[src/rtl/spi_flash_arbiter.sv]
// Two-port read arbiter in front of a single-transaction SPI flash core.
// A one-entry last-word buffer answers repeat reads without touching flash.
module spi_flash_arbiter #(
    parameter int unsigned ADDR_W = 20,
    parameter int unsigned BUF_EN = 1
) (
    input  logic              clk,
    input  logic              rst,
    input  logic              a_rstrb,
    input  logic [ADDR_W-1:0] a_addr,
    output logic [31:0]       a_rdata,
    output logic              a_rbusy,
    input  logic              b_rstrb,
    input  logic [ADDR_W-1:0] b_addr,
    output logic [31:0]       b_rdata,
    output logic              b_rbusy,
    input  logic              inv,
    output logic [ADDR_W-1:0] f_word_address,
    output logic              f_rstrb,
    input  logic [31:0]       f_rdata,
    input  logic              f_rbusy
);

    typedef enum logic [1:0] {StIdle, StIssue, StWait} state_e;

    state_e            state_q, state_d;
    logic              pend_a_q, pend_a_d, pend_b_q, pend_b_d;
    logic [ADDR_W-1:0] addr_a_q, addr_a_d, addr_b_q, addr_b_d;
    logic [31:0]       rdata_a_q, rdata_a_d, rdata_b_q, rdata_b_d;
    logic              last_q, last_d;      // 1: B won the most recent tie
    logic              sel_q, sel_d;        // port in service, 1: B
    logic              hit_q, hit_d;
    logic [ADDR_W-1:0] f_addr_q, f_addr_d;
    logic              f_rstrb_q, f_rstrb_d;
    logic              buf_valid_q, buf_valid_d;
    logic [ADDR_W-1:0] buf_addr_q, buf_addr_d;
    logic [31:0]       buf_data_q, buf_data_d;
    logic              inv_seen_q, inv_seen_d;

    logic              gnt_b;
    logic [ADDR_W-1:0] gnt_addr;
    logic              buf_hit;

    assign gnt_b    = pend_b_q && (!pend_a_q || !last_q);
    assign gnt_addr = gnt_b ? addr_b_q : addr_a_q;
    assign buf_hit  = (BUF_EN != 0) && buf_valid_q && (gnt_addr == buf_addr_q);

    always_comb begin
        state_d     = state_q;
        pend_a_d    = pend_a_q;
        pend_b_d    = pend_b_q;
        addr_a_d    = addr_a_q;
        addr_b_d    = addr_b_q;
        rdata_a_d   = rdata_a_q;
        rdata_b_d   = rdata_b_q;
        last_d      = last_q;
        sel_d       = sel_q;
        hit_d       = hit_q;
        f_addr_d    = f_addr_q;
        f_rstrb_d   = f_rstrb_q;
        buf_valid_d = buf_valid_q;
        buf_addr_d  = buf_addr_q;
        buf_data_d  = buf_data_q;
        inv_seen_d  = inv_seen_q;

        if (a_rstrb && !pend_a_q) begin
            pend_a_d = 1'b1;
            addr_a_d = a_addr;
        end
        if (b_rstrb && !pend_b_q) begin
            pend_b_d = 1'b1;
            addr_b_d = b_addr;
        end
        if (inv) begin
            buf_valid_d = 1'b0;
        end

        unique case (state_q)
            StIdle: begin
                if (hit_q) begin
                    // Hit was decided last cycle; the buffered word is delivered now.
                    if (sel_q) begin
                        rdata_b_d = buf_data_q;
                        pend_b_d  = 1'b0;
                    end else begin
                        rdata_a_d = buf_data_q;
                        pend_a_d  = 1'b0;
                    end
                    hit_d = 1'b0;
                end else if ((pend_a_q || pend_b_q) && !f_rbusy) begin
                    sel_d = gnt_b;
                    // The pointer only moves on contested grants, so repeated ties alternate.
                    if (pend_a_q && pend_b_q) begin
                        last_d = gnt_b;
                    end
                    if (buf_hit) begin
                        hit_d = 1'b1;
                    end else begin
                        f_addr_d   = gnt_addr;
                        f_rstrb_d  = 1'b1;
                        inv_seen_d = 1'b0;
                        state_d    = StIssue;
                    end
                end
            end
            StIssue: begin
                f_rstrb_d  = 1'b0;
                inv_seen_d = inv_seen_q | inv;
                state_d    = StWait;
            end
            StWait: begin
                inv_seen_d = inv_seen_q | inv;
                if (!f_rbusy) begin
                    if (sel_q) begin
                        rdata_b_d = f_rdata;
                        pend_b_d  = 1'b0;
                    end else begin
                        rdata_a_d = f_rdata;
                        pend_a_d  = 1'b0;
                    end
                    if ((BUF_EN != 0) && !inv_seen_q && !inv) begin
                        buf_valid_d = 1'b1;
                        buf_addr_d  = f_addr_q;
                        buf_data_d  = f_rdata;
                    end
                    state_d = StIdle;
                end
            end
            default: state_d = StIdle;
        endcase
    end

    always_ff @(posedge clk or posedge rst) begin
        if (rst) begin
            state_q     <= StIdle;
            pend_a_q    <= 1'b0;
            pend_b_q    <= 1'b0;
            addr_a_q    <= '0;
            addr_b_q    <= '0;
            rdata_a_q   <= '0;
            rdata_b_q   <= '0;
            last_q      <= 1'b1;
            sel_q       <= 1'b0;
            hit_q       <= 1'b0;
            f_addr_q    <= '0;
            f_rstrb_q   <= 1'b0;
            buf_valid_q <= 1'b0;
            buf_addr_q  <= '0;
            buf_data_q  <= '0;
            inv_seen_q  <= 1'b0;
        end else begin
            state_q     <= state_d;
            pend_a_q    <= pend_a_d;
            pend_b_q    <= pend_b_d;
            addr_a_q    <= addr_a_d;
            addr_b_q    <= addr_b_d;
            rdata_a_q   <= rdata_a_d;
            rdata_b_q   <= rdata_b_d;
            last_q      <= last_d;
            sel_q       <= sel_d;
            hit_q       <= hit_d;
            f_addr_q    <= f_addr_d;
            f_rstrb_q   <= f_rstrb_d;
            buf_valid_q <= buf_valid_d;
            buf_addr_q  <= buf_addr_d;
            buf_data_q  <= buf_data_d;
            inv_seen_q  <= inv_seen_d;
        end
    end

    assign a_rdata        = rdata_a_q;
    assign b_rdata        = rdata_b_q;
    assign a_rbusy        = pend_a_q;
    assign b_rbusy        = pend_b_q;
    assign f_word_address = f_addr_q;
    assign f_rstrb        = f_rstrb_q;

endmodule
[config.mk]
export PLATFORM = sky130hd
export DESIGN_NAME = spi_flash_arbiter
export DESIGN_NICKNAME = d
export VERILOG_FILES = /design/src/rtl/spi_flash_arbiter.sv
export SDC_FILE = /design/constraint.sdc
export NUM_CORES = 1
export LEC_CHECK = 0
export BUFFER_PORTS_ARGS = -buffer_cell sky130_fd_sc_hd__buf_2
export CAP_MARGIN = 20
export CELL_PAD_IN_SITES_DETAIL_PLACEMENT = 1
export CELL_PAD_IN_SITES_GLOBAL_PLACEMENT = 2
export CORE_ASPECT_RATIO = 1.2
export CORE_MARGIN = 4
export CORE_UTILIZATION = 30
export CTS_CLUSTER_SIZE = 25
export DETAILED_ROUTE_END_ITERATION = 8
export PLACE_DENSITY = 0.7
export SYNTH_ARGS = -nofsm -noshare
export SYNTH_HDL_FRONTEND = slang
export SYNTH_SLANG_ARGS = --single-unit
[constraint.sdc]
create_clock -name clk -period 8.6 [get_ports clk]
set_clock_uncertainty 0.1 [all_clocks]
set_input_delay 1.29 -clock clk [delete_from_list [all_inputs] [get_ports clk]]
set_output_delay 1.29 -clock clk [all_outputs]
set_load 0.05 [all_outputs]
======== Word-level counts from Yosys, hierarchy flattened ========
Cells that the tools add are included.
word-level totals
  latch bits .............................. 0
  bits in read-only memories .............. 0
  word-level logic and storage cells ...... 102
  input port bits ......................... 78
  register bits ........................... 186
  RAM bits ................................ 0
  memories kept ........................... 0
cells by class
  $mul .................................... 0
  shifts and indexed selects .............. 0
  equality and inequality tests ........... 12
  bitwise logic cells ..................... 4
  div/mod/pow operators ................... 0
  reductions and logical operators ........ 29
  add/sub/neg operators ................... 0
  order comparisons ....................... 0
  muxes and demuxes ....................... 41
operator list
  cell                                                                    count
  32-bit two-way mux                                                      8
  32-bit case mux with 2 select lines                                     2
  1-bit two-way mux                                                       21
  20-bit equality test                                                    1
  20-bit two-way mux                                                      1
  4-bit AND reduction                                                     5
  2-bit inequality test (second input constant)                           9
  5-bit AND reduction                                                     2
  2-bit two-way mux                                                       4
  1-bit case mux with 2 select lines                                      4
  1-bit logical AND                                                       7
  1-bit logical NOT                                                       6
  2-bit case mux with 3 select lines                                      1
  3-bit AND reduction                                                     2
  2-bit nonzero test                                                      3
  1-bit inverter                                                          3
  2-bit by 1-bit equality test with 1-bit output (second input constant)  1
  2-bit equality test (second input constant)                             1
  2-bit logical NOT                                                       1
  1-bit logical OR                                                        2
  2-bit OR reduction                                                      1
  1-bit bitwise OR                                                        1

======== Depth between registers and ports, before layout ========
Gate-level depths: netlist (run 1).
  depth in word-level cells ............... 10
  depth in mapped cells ................... 10
  depth with buffers taken out ............ 7

======== Worst setup path before layout (run 1) ========
No wires, ideal clock.
  kind .................................... input to register
  from .................................... input f_rbusy
  to ...................................... register buf_data_q[0]
  slack ................................... 5,643 ps
  setup time .............................. 125 ps
  cell stages on the path ................. 3
  data required time ...................... 8,375 ps
  arrival time ............................ 2,733 ps
  cell sequence ........................... nor4b_1 -> clkbuf_1 -> mux2_2
on the way
  longest elaborated chain between the ends .. 2
RTL lines
  item                                  RTL line  RTL
  from (decl)                           21        input logic f_rbusy
  1-bit inverter (no source line)       -
  3-bit AND reduction (no source line)  -
  to (signal assigned)                  166       buf_data_q <= buf_data_d;
  to (decl)                             37        logic [31:0] buf_data_q, buf_data_d;
Every way passes these cells.
A chain may end at the register's enable or synchronous reset.

======== Worst setup path in the final report (run 1) ========
  from .................................... register last_q
  to ...................................... register f_addr_q[12], in the netlist f_word_address[12]
on the way
  longest elaborated chain between the ends .. 8
RTL lines
  item                                  RTL line  RTL
  from (decl)                           30        logic last_q, last_d;
  from (signal assigned)                159       last_q <= last_d;
  1-bit logical NOT (*)                 44        assign gnt_b = pend_b_q && (!pend_a_q || !last_q);
  1-bit logical OR (*)                  44
  1-bit logical AND (*)                 44
  20-bit two-way mux (*)                45        assign gnt_addr = gnt_b ? addr_b_q : addr_a_q;
  20-bit equality test                  46        assign buf_hit = (BUF_EN != 0) && buf_valid_q && (gnt_addr == buf_addr_q);
  1-bit logical AND                     46
  1-bit inverter (no source line)       -
  4-bit AND reduction (no source line)  -
  to (signal assigned)                  162       f_addr_q <= f_addr_d;
  to (decl)                             33        logic [ADDR_W-1:0] f_addr_q, f_addr_d;
Every way passes the cells marked *; elsewhere a longest branch is shown, timed or not.

==> results of run 1 <==
[layout make-up]
cell class	instances	share of cell area (%)
clock buffers	17	4.34
clock inverters	15	1.34
inverters	35	1.42
multi-input cells	432	32.0
flip-flops and latches	186	47.5
well taps	335	4.28
repair buffers	173	9.07
[worst max-delay path, stage by stage, from the launching register on]
cell and delay (ns):
sky130_fd_sc_hd__dfstp_2 0.58, sky130_fd_sc_hd__a21bo_2 0.60, sky130_fd_sc_hd__mux2_4 0.37, sky130_fd_sc_hd__a221oi_2 0.27
sky130_fd_sc_hd__nand4_1 0.14, sky130_fd_sc_hd__nor3b_2 0.42, sky130_fd_sc_hd__a21oi_2 0.20, sky130_fd_sc_hd__buf_4 0.28
sky130_fd_sc_hd__mux2_4 0.33
[cell families after synthesis]
logic type	Yosys count	share of synthesized area, %
xor gates and xnor gates	6	0.653
and+or+nand+nor	159	9.23
buffers and inverters	74	3.73
AOI/OAI and AO/OA	129	9.57
adders and majority gates	3	0.466
DFF	186	57.8
muxes	135	18.5
[cells in the final DEF (no fill, tap or decap), types with 3 or more instances in the layout]
master                        n
sky130_fd_sc_hd__nand2_1     77
sky130_fd_sc_hd__nand3b_1     4
sky130_fd_sc_hd__dfrtp_1    185
sky130_fd_sc_hd__inv_1       34
sky130_fd_sc_hd__o21ai_0     54
sky130_fd_sc_hd__nor3b_1     12
sky130_fd_sc_hd__mux2_4      10
sky130_fd_sc_hd__mux2_2      73
sky130_fd_sc_hd__buf_4        9
sky130_fd_sc_hd__nand2b_1     5
sky130_fd_sc_hd__o22ai_1      6
sky130_fd_sc_hd__nand4_1      5
sky130_fd_sc_hd__a2bb2oi_1    3
sky130_fd_sc_hd__xnor2_1      5
sky130_fd_sc_hd__mux2i_1     52
sky130_fd_sc_hd__o221ai_1     3
sky130_fd_sc_hd__inv_6        5
sky130_fd_sc_hd__a21oi_1     39
sky130_fd_sc_hd__nor2_1      40
sky130_fd_sc_hd__clkbuf_16   17
sky130_fd_sc_hd__buf_2      164
sky130_fd_sc_hd__inv_8        5
sky130_fd_sc_hd__nor4_1       5
[metrics by stage]
stage	power, mW	util (%)	hold WS (ns)
floorplan	3.23	-	0.369
global placement	3.79	35.1	0.356
finish	4.56	37.2	0.377
global route	4.87	37.2	0.403
detailed placement	3.84	35.1	0.366
CTS	4.63	37.2	0.383
[worst max path at each step]
stage,slack [ns],cells past startpoint,to,startpoint
2_1_floorplan,2.15,1,a_rbusy,rst
3_3_place_gp,5.22,8,f_word_address[19],last_q
3_5_place_dp,5.13,8,f_word_address[12],last_q
4_1_cts,5.12,8,f_word_address[12],last_q
5_1_grt,4.96,8,f_word_address[12],b_rbusy
6_report,5.17,8,f_word_address[12],last_q
[state kept, by name, indices dropped and copies added, names as in the netlist, 2 cells and up]
name            count
state_q             2
addr_b_q           20
a_rdata            32
addr_a_q           20
buf_data_q         32
buf_addr_q         20
b_rdata            32
f_word_address     20
[routing by layer]
layer / routed length [um] / GRT usage (%)
met3: 1170 / 3.31
met2: 10600 / 25.0
met5: 13 / 0
met4: 328 / 4.70
met1: 10000 / 19.9
[power by group through the flow]
stage / combinational (mW) / sequential (mW) / clock [mW]
after floorplan: 1.04 / 2.19 / 0
after global placement: 2.16 / 1.63 / 0
after detailed placement: 2.20 / 1.64 / 0
after CTS: 2.21 / 1.63 / 0.795
after global routing: 2.36 / 1.68 / 0.828
final: 2.17 / 1.62 / 0.766
==> results.md, run 1 <==
- After routing the design area is 9790 sq um.
- The worst register-to-register path ends at f_word_address[12].
- The detailed-route via count is 5,718.
- In the routed design, unresolved DRC markers number 0.
- Counting flops with a built-in enable in the synthesized netlist gives 0.
- The commonest cells after synthesis are sky130_fd_sc_hd__dfrtp_1, sky130_fd_sc_hd__nand2_1, sky130_fd_sc_hd__mux2_2, sky130_fd_sc_hd__o21ai_0, sky130_fd_sc_hd__mux2i_1.
- The total number of nets in the final design is 926.
- In the global route stage, overall resource usage came out at 15.2%.
- The kind of end point of the critical path is a register.
- Timing would allow up to 0.292 GHz.
- The worst slack after detailed placement is 5.13 ns.
- The total nets after synthesis is 773.
- The synthesized netlist occupies a cell area of 8050 sq um.
- The proportion of synthesized chip area in sequential cells is 57.8%.
- The worst-case headroom to the max-slew limit is 38.9%.
- Entering global routing, the biggest net connects 117 pins.
- The setup fix buffers added after clock tree synthesis is 0.
- Clock-pin slew was measured on the worst setup and hold paths at 0.07 ns.
- The cell with the most instances after synthesis is sky130_fd_sc_hd__dfrtp_1.
- For the pin with the worst max-slew slack, the measured transition is 0.917 ns.
- The wire length of the first global-routing pass is 35,000 um.
- The final antenna-violating net count is 0.
- The initial utilization of the core area, before any placement, comes to 30.6%.
- By area the synthesized netlist is led by sky130_fd_sc_hd__dfrtp_1, sky130_fd_sc_hd__mux2_2, sky130_fd_sc_hd__mux2i_1.
- The final layout contains routed wiring with a total length of 22,100 um.
- The per-cell routed wire length is 18.6 um.
- Relative to the synthesized area, the layout overhead comes to 21.6%.
- After synthesis the netlist holds a flip-flop and latch count of 186.
- The run finished with clean final reports.
- The total number of clock tree sinks is 186.
- The floorplan step set the die height to 187 um.
- The launch instance of the worst register-to-register path is last_q.
- Setup violations remaining at the end of the flow were counted as 0.
- The leakage power of the design is 4.52 nW.
- The period utilization is 39.8%.
- The number of hold buffers added after CTS was 0.
- In the synthesized netlist, the number of instances is 692.
- The biggest area consumer among synthesized cells is sky130_fd_sc_hd__dfrtp_1.
- The total of buffers placed on input and output ports is 164.
- The clock network accounts for 16.8% of the total power.
- TritonCTS built the clock tree.
- The post-DP HPWL is 15,800 um.
- The filler cell count is 2,946.
- The power density normalized to cell area is 465 nW/um^2.
- The async set-reset flop share out of synthesis is 100%.
- The critical path in this run is classified as register to register.
- The number of buffers on the longest clock path is 2.
- The final-report max-slew violation count was 0.
- The critical path launch point type is a register.
- The synthesized netlist contains 52 unique library cells.
- The clock network latency to the later pin of the worst-skew pair is 0.44 ns.
- The number of gates resized after CTS is 0.
- In the routed layout, each cell is associated on average with a via count of 4.79.
- The Yosys step of the flow raised 0 warnings.
- Registers take 4660 sq um.
- The placed cell count is 1,161.
- Setup repair after global routing left no endpoint under its margin.
- The die covers 29,500 sq um.
- The tree is rooted in a sky130_fd_sc_hd__clkbuf_16.
- The maximum ir drop on the vdd rail is 0.200 mV.
- Cell internal power was estimated by the tool at 2.40 mW.
- The violation count after the first detailed-route iteration is 241.
- The total congestion overflow after global routing is 0.
- Clock tree synthesis inserted a total of 17 buffers.
- Of the cells placed in the final design, the portion with a size suffix greater than 1 is 35.3%.
- The number of diodes is 0.
- The routability congestion estimate is 0.751.
- The power share of the combinational group is 47.6%.
- The class of the tightest hold or removal check is register to register.
- The number of hold violations in the final report came to 0.
- Data on the critical path arrives at its endpoint at 3.65 ns.
- The switching power of the nets is 2.16 mW.
- The hold path startpoint is b_rdata[22].
- The floorplan has 65 rows.
- The number of antenna violations at the first check in global routing was 1.
- The share of total power consumed by net switching is 47.4%.
- Among all flip-flop cells after synthesis, the most frequent one is sky130_fd_sc_hd__dfrtp_1.
- In this run the horizontal extent of the chip is 158 um.
- Measured in cells, the most critical reg-to-reg path has a length of 8.
- Per report_power, the sequential group accounts for 35.6% of the total.
- The region available for standard cell placement spans 26,400 sq um.
- The maximum level of the CTS H-tree is 4.
- The worst hold path passes through 2 cells.
- The area used by multi-input combinational logic is 3140 sq um.
- The required time of the critical path is 8.82 ns.
- The number of global-route vias before repair is 6,169.
- The maximum fanout encountered on the critical timing path is 30.
- The top cell type by area accounts for 57.5% of the synthesized area.
- The average size of a mapped cell is 11.6 sq um.
- The worst hold path endpoint is b_rdata[22].
- For the finished layout, the period the worst path requires is 3.43 ns.
- The total iterations of the first detailed-routing run is 4.
- Across all register-to-register paths, the minimum setup slack is 5.17 ns.
- Setup slack closes at 5.17 ns.
- The filler-free cell count of the finished design is 1,193.
- Pin placement for this block handled 165 I/O pins.
- The aggregate negative setup slack is 0 ns.
- Across the run, the number of max-cap violations was 0.
- The post-place instance area is 9240 sq um.
Power figures use the tool's default switching activity.
==> run 2, diff against run 1 <==
==> constraint.sdc (replaced) <==
create_clock -name clk -period 3.49 [get_ports clk]
set_clock_uncertainty 0.1 [all_clocks]
set_input_delay 0.5235 -clock clk [delete_from_list [all_inputs] [get_ports clk]]
set_output_delay 0.5235 -clock clk [all_outputs]
set_load 0.05 [all_outputs]
==> run 2 against run 1 <==
  * Via count is 0.30% higher
  * Non-clock buffer count grew 10
  * Maximum frequency is 5.2% higher
  * Critical endpoint is now f_word_address[3]
  * Largest power group unchanged
==> results.md, run 2 (synthesis gave the netlist of run 1 again) <==
- The flow ran to the end, and the final reports show no timing, DRC or antenna violations.
- The number of antenna violations at the first check in global routing is 0.
- The critical path arrival is 3.47 ns.
- For this run, the post-layout net count is 936.
- From synthesis to final layout, the design area changed by 23.9%.
- The minimum clock period after layout is 3.26 ns.
- The global routing usage on met2 is 25.4%.
- The worst hold path belongs to the class input pin to register.
- TritonCTS built the clock tree.
- The initial utilization of the core area, before any placement, comes to 30.6%.
- The critical register-to-register path endpoint is f_word_address[3].
- met2 is the most crowded layer.
- The count of buffers added on input and output ports is 164.
- The met1 layer usage reported by global route is 20.4%.
- The filler-free cell count of the finished design is 1,203.
- The critical path is of the register to register type.
- The cts-stage hold buffer count is 1.
- The number of placement rows is 65.
- The total iterations of the first detailed-routing run is 4.
- Detailed placement ended at an HPWL of 15,700 um.
- Timing would allow up to 0.307 GHz.
- The maximum ir drop on the vdd rail is 0.408 mV.
- The register-to-register setup slack is 0.23 ns.
- The worst-path cell with the longest stage delay is sky130_fd_sc_hd__a21oi_4.
- For the worst setup path, the data required time is 3.70 ns.
- The clock network latency to the later pin of the worst-skew pair is 0.44 ns.
- Setup repair after global routing left no endpoint under its margin.
- The die area is 29,500 sq um.
- Traced cell by cell, the critical path runs through a21bo_2, mux2i_1, a22oi_1, nand4_1, nor3b_2, buf_4, a21oi_4, mux2_4.
- In this run, the number of DRC markers left after iteration 0 of detailed routing was 214.
- The area used by multi-input combinational logic is 3140 sq um.
- Entering global routing, the biggest net connects 81 pins.
- The final route contains 5,735 vias.
- Adding up every negative setup slack in the final design gives 0 ns.
- The largest single stage delay on the critical path is 0.75 ns.
- The total number of clock tree sinks is 186.
- The filler cell count is 2,931.
- The number of buffers on the longest clock path is 2.
- Across every metal layer, demand over resource in global routing totals 15.3%.
- The library cells used most frequently in the layout, excluding fill and tap cells, are sky130_fd_sc_hd__dfrtp_1, sky130_fd_sc_hd__buf_2, sky130_fd_sc_hd__nand2_1.
- Routability-driven placement finished with a final weighted congestion of 0.787.
- The number of global-route vias before repair was 6,189.
- Buffers added to address setup during post-CTS repair amount to 0.
- After detailed routing, the number of remaining DRC violations is 0.
- In this design, the largest share of critical-path delay is due to compound AO/OA/AOI/OAI gates.
- The power density normalized to cell area is 1150 nW/um^2.
- The final wirelength is 22,000 um.
- Using the TritonRoute via totals, the vias-per-cell ratio works out to 4.77.
- The per-cell routed wire length is 18.3 um.
- The final-report max-slew violation count is 0.
- The total power after layout is 11.5 mW.
- The placed cell count is 1,169.
- The fraction of met3 tracks used by global routing is 3.31%.
- The final antenna-violating net count is 0.
- The total clock buffers created by CTS is 17.
- The worst-case headroom to the max-slew limit is 36.7%.
- The most common library cell in the layout ignoring fill and taps is sky130_fd_sc_hd__dfrtp_1.
- Summed over all cells, the static leakage comes to 4.60 nW.
- In this run the most critical hold path is launched from b_addr[15].
- The die width is 158 um.
- The H-tree generated during clock tree synthesis spans 4 levels.
- In this run the cell area measured after placement is 9330 sq um.
- Dividing the final minimum period by the clock period gives 93.3%.
- The number of hold violations in the final report is 0.
- The worst slack after detailed placement is 0.258 ns.
- The floorplan step set the die height to 187 um.
- The number of maximum-capacitance constraint violations is 0.
- The number of cells on the worst reg-to-reg path is 8.
- The maximum fanout encountered on the critical timing path is 26.
- The ratio of cells with drive above 1 in the final layout is 35.9%.
- The number of antenna diodes in the final layout is 0.
- The launch instance of the worst register-to-register path is last_q.
- Clock-pin slew was measured on the worst setup and hold paths at 0.08 ns.
- The worst setup path is captured at a register.
- The core region is 26,400 sq um.
- The final worst-path setup slack is 0.235 ns.
- The number of gates resized after CTS is 0.
- The I/O pin count is 165.
- The worst hold path passes through 3 cells.
- The critical path launch point type is a register.
- For the pin with the worst max-slew slack, the measured transition is 0.947 ns.
- The total overflow left after global routing is 0.
- The register cell area after layout is 4660 sq um.
- Setup violations remaining at the end of the flow were counted as 0.
- The summed area of non-filler cells in the final layout is 9980 sq um.
- The worst hold path endpoint is addr_b_q[15].
- Counting both buffers and inverters, the worst setup path holds a total of 1.
- The tree is rooted in a sky130_fd_sc_hd__clkbuf_16.
- The first global-routing pass estimated 35,300 um of wire.
run 2: tightest hold or removal path, stage by stage:
cell	delay, ns
sky130_fd_sc_hd__buf_2	0.08
sky130_fd_sc_hd__nand2_1	0.04
sky130_fd_sc_hd__o21ai_0	0.06
run 2: per-stage QoR:
step | hold slack, ns | util (%)
global route | 0.187 | 37.9
CTS | 0.170 | 37.8
global placement | 0.356 | 35.4
floorplan | 0.369 | -
finish | 0.191 | 37.9
detailed placement | 0.356 | 35.4
run 2: area by class of cell:
class,instances,share of cell area (%)
Timing Repair Buffer,183,10.1
Tap cell,335,4.20
Clock inverter,14,1.86
Inverter,35,1.35
Multi-Input combinational cell,432,31.5
Sequential cell,186,46.6
Clock buffer,18,4.40
run 2: how the worst max path moves through the flow:
stage,startpoint,endpoint,cells past startpoint
6_report,last_q,f_word_address[3],8
3_3_place_gp,last_q,f_word_address[12],8
5_1_grt,last_q,f_word_address[4],8
2_1_floorplan,rst,a_rbusy,1
3_5_place_dp,last_q,f_word_address[3],8
4_1_cts,last_q,f_word_address[3],8
run 2: where the power goes:
group | switching [mW] | leakage (nW) | total [mW] | internal, mW
Clock | 0.914 | 0.295 | 2.08 | 1.17
Sequential | 0.774 | 2.27 | 3.98 | 3.20
Combinational | 3.60 | 2.04 | 5.44 | 1.84
run 2: routing by layer:
metal	vias to the layer above	share of wire (%)	wire, um
li1	2725	-	-
met1	2840	46	10000
met2	149	48	10700
met3	21	4.8	1050
met4	0	1.3	276
met5	-	0	0
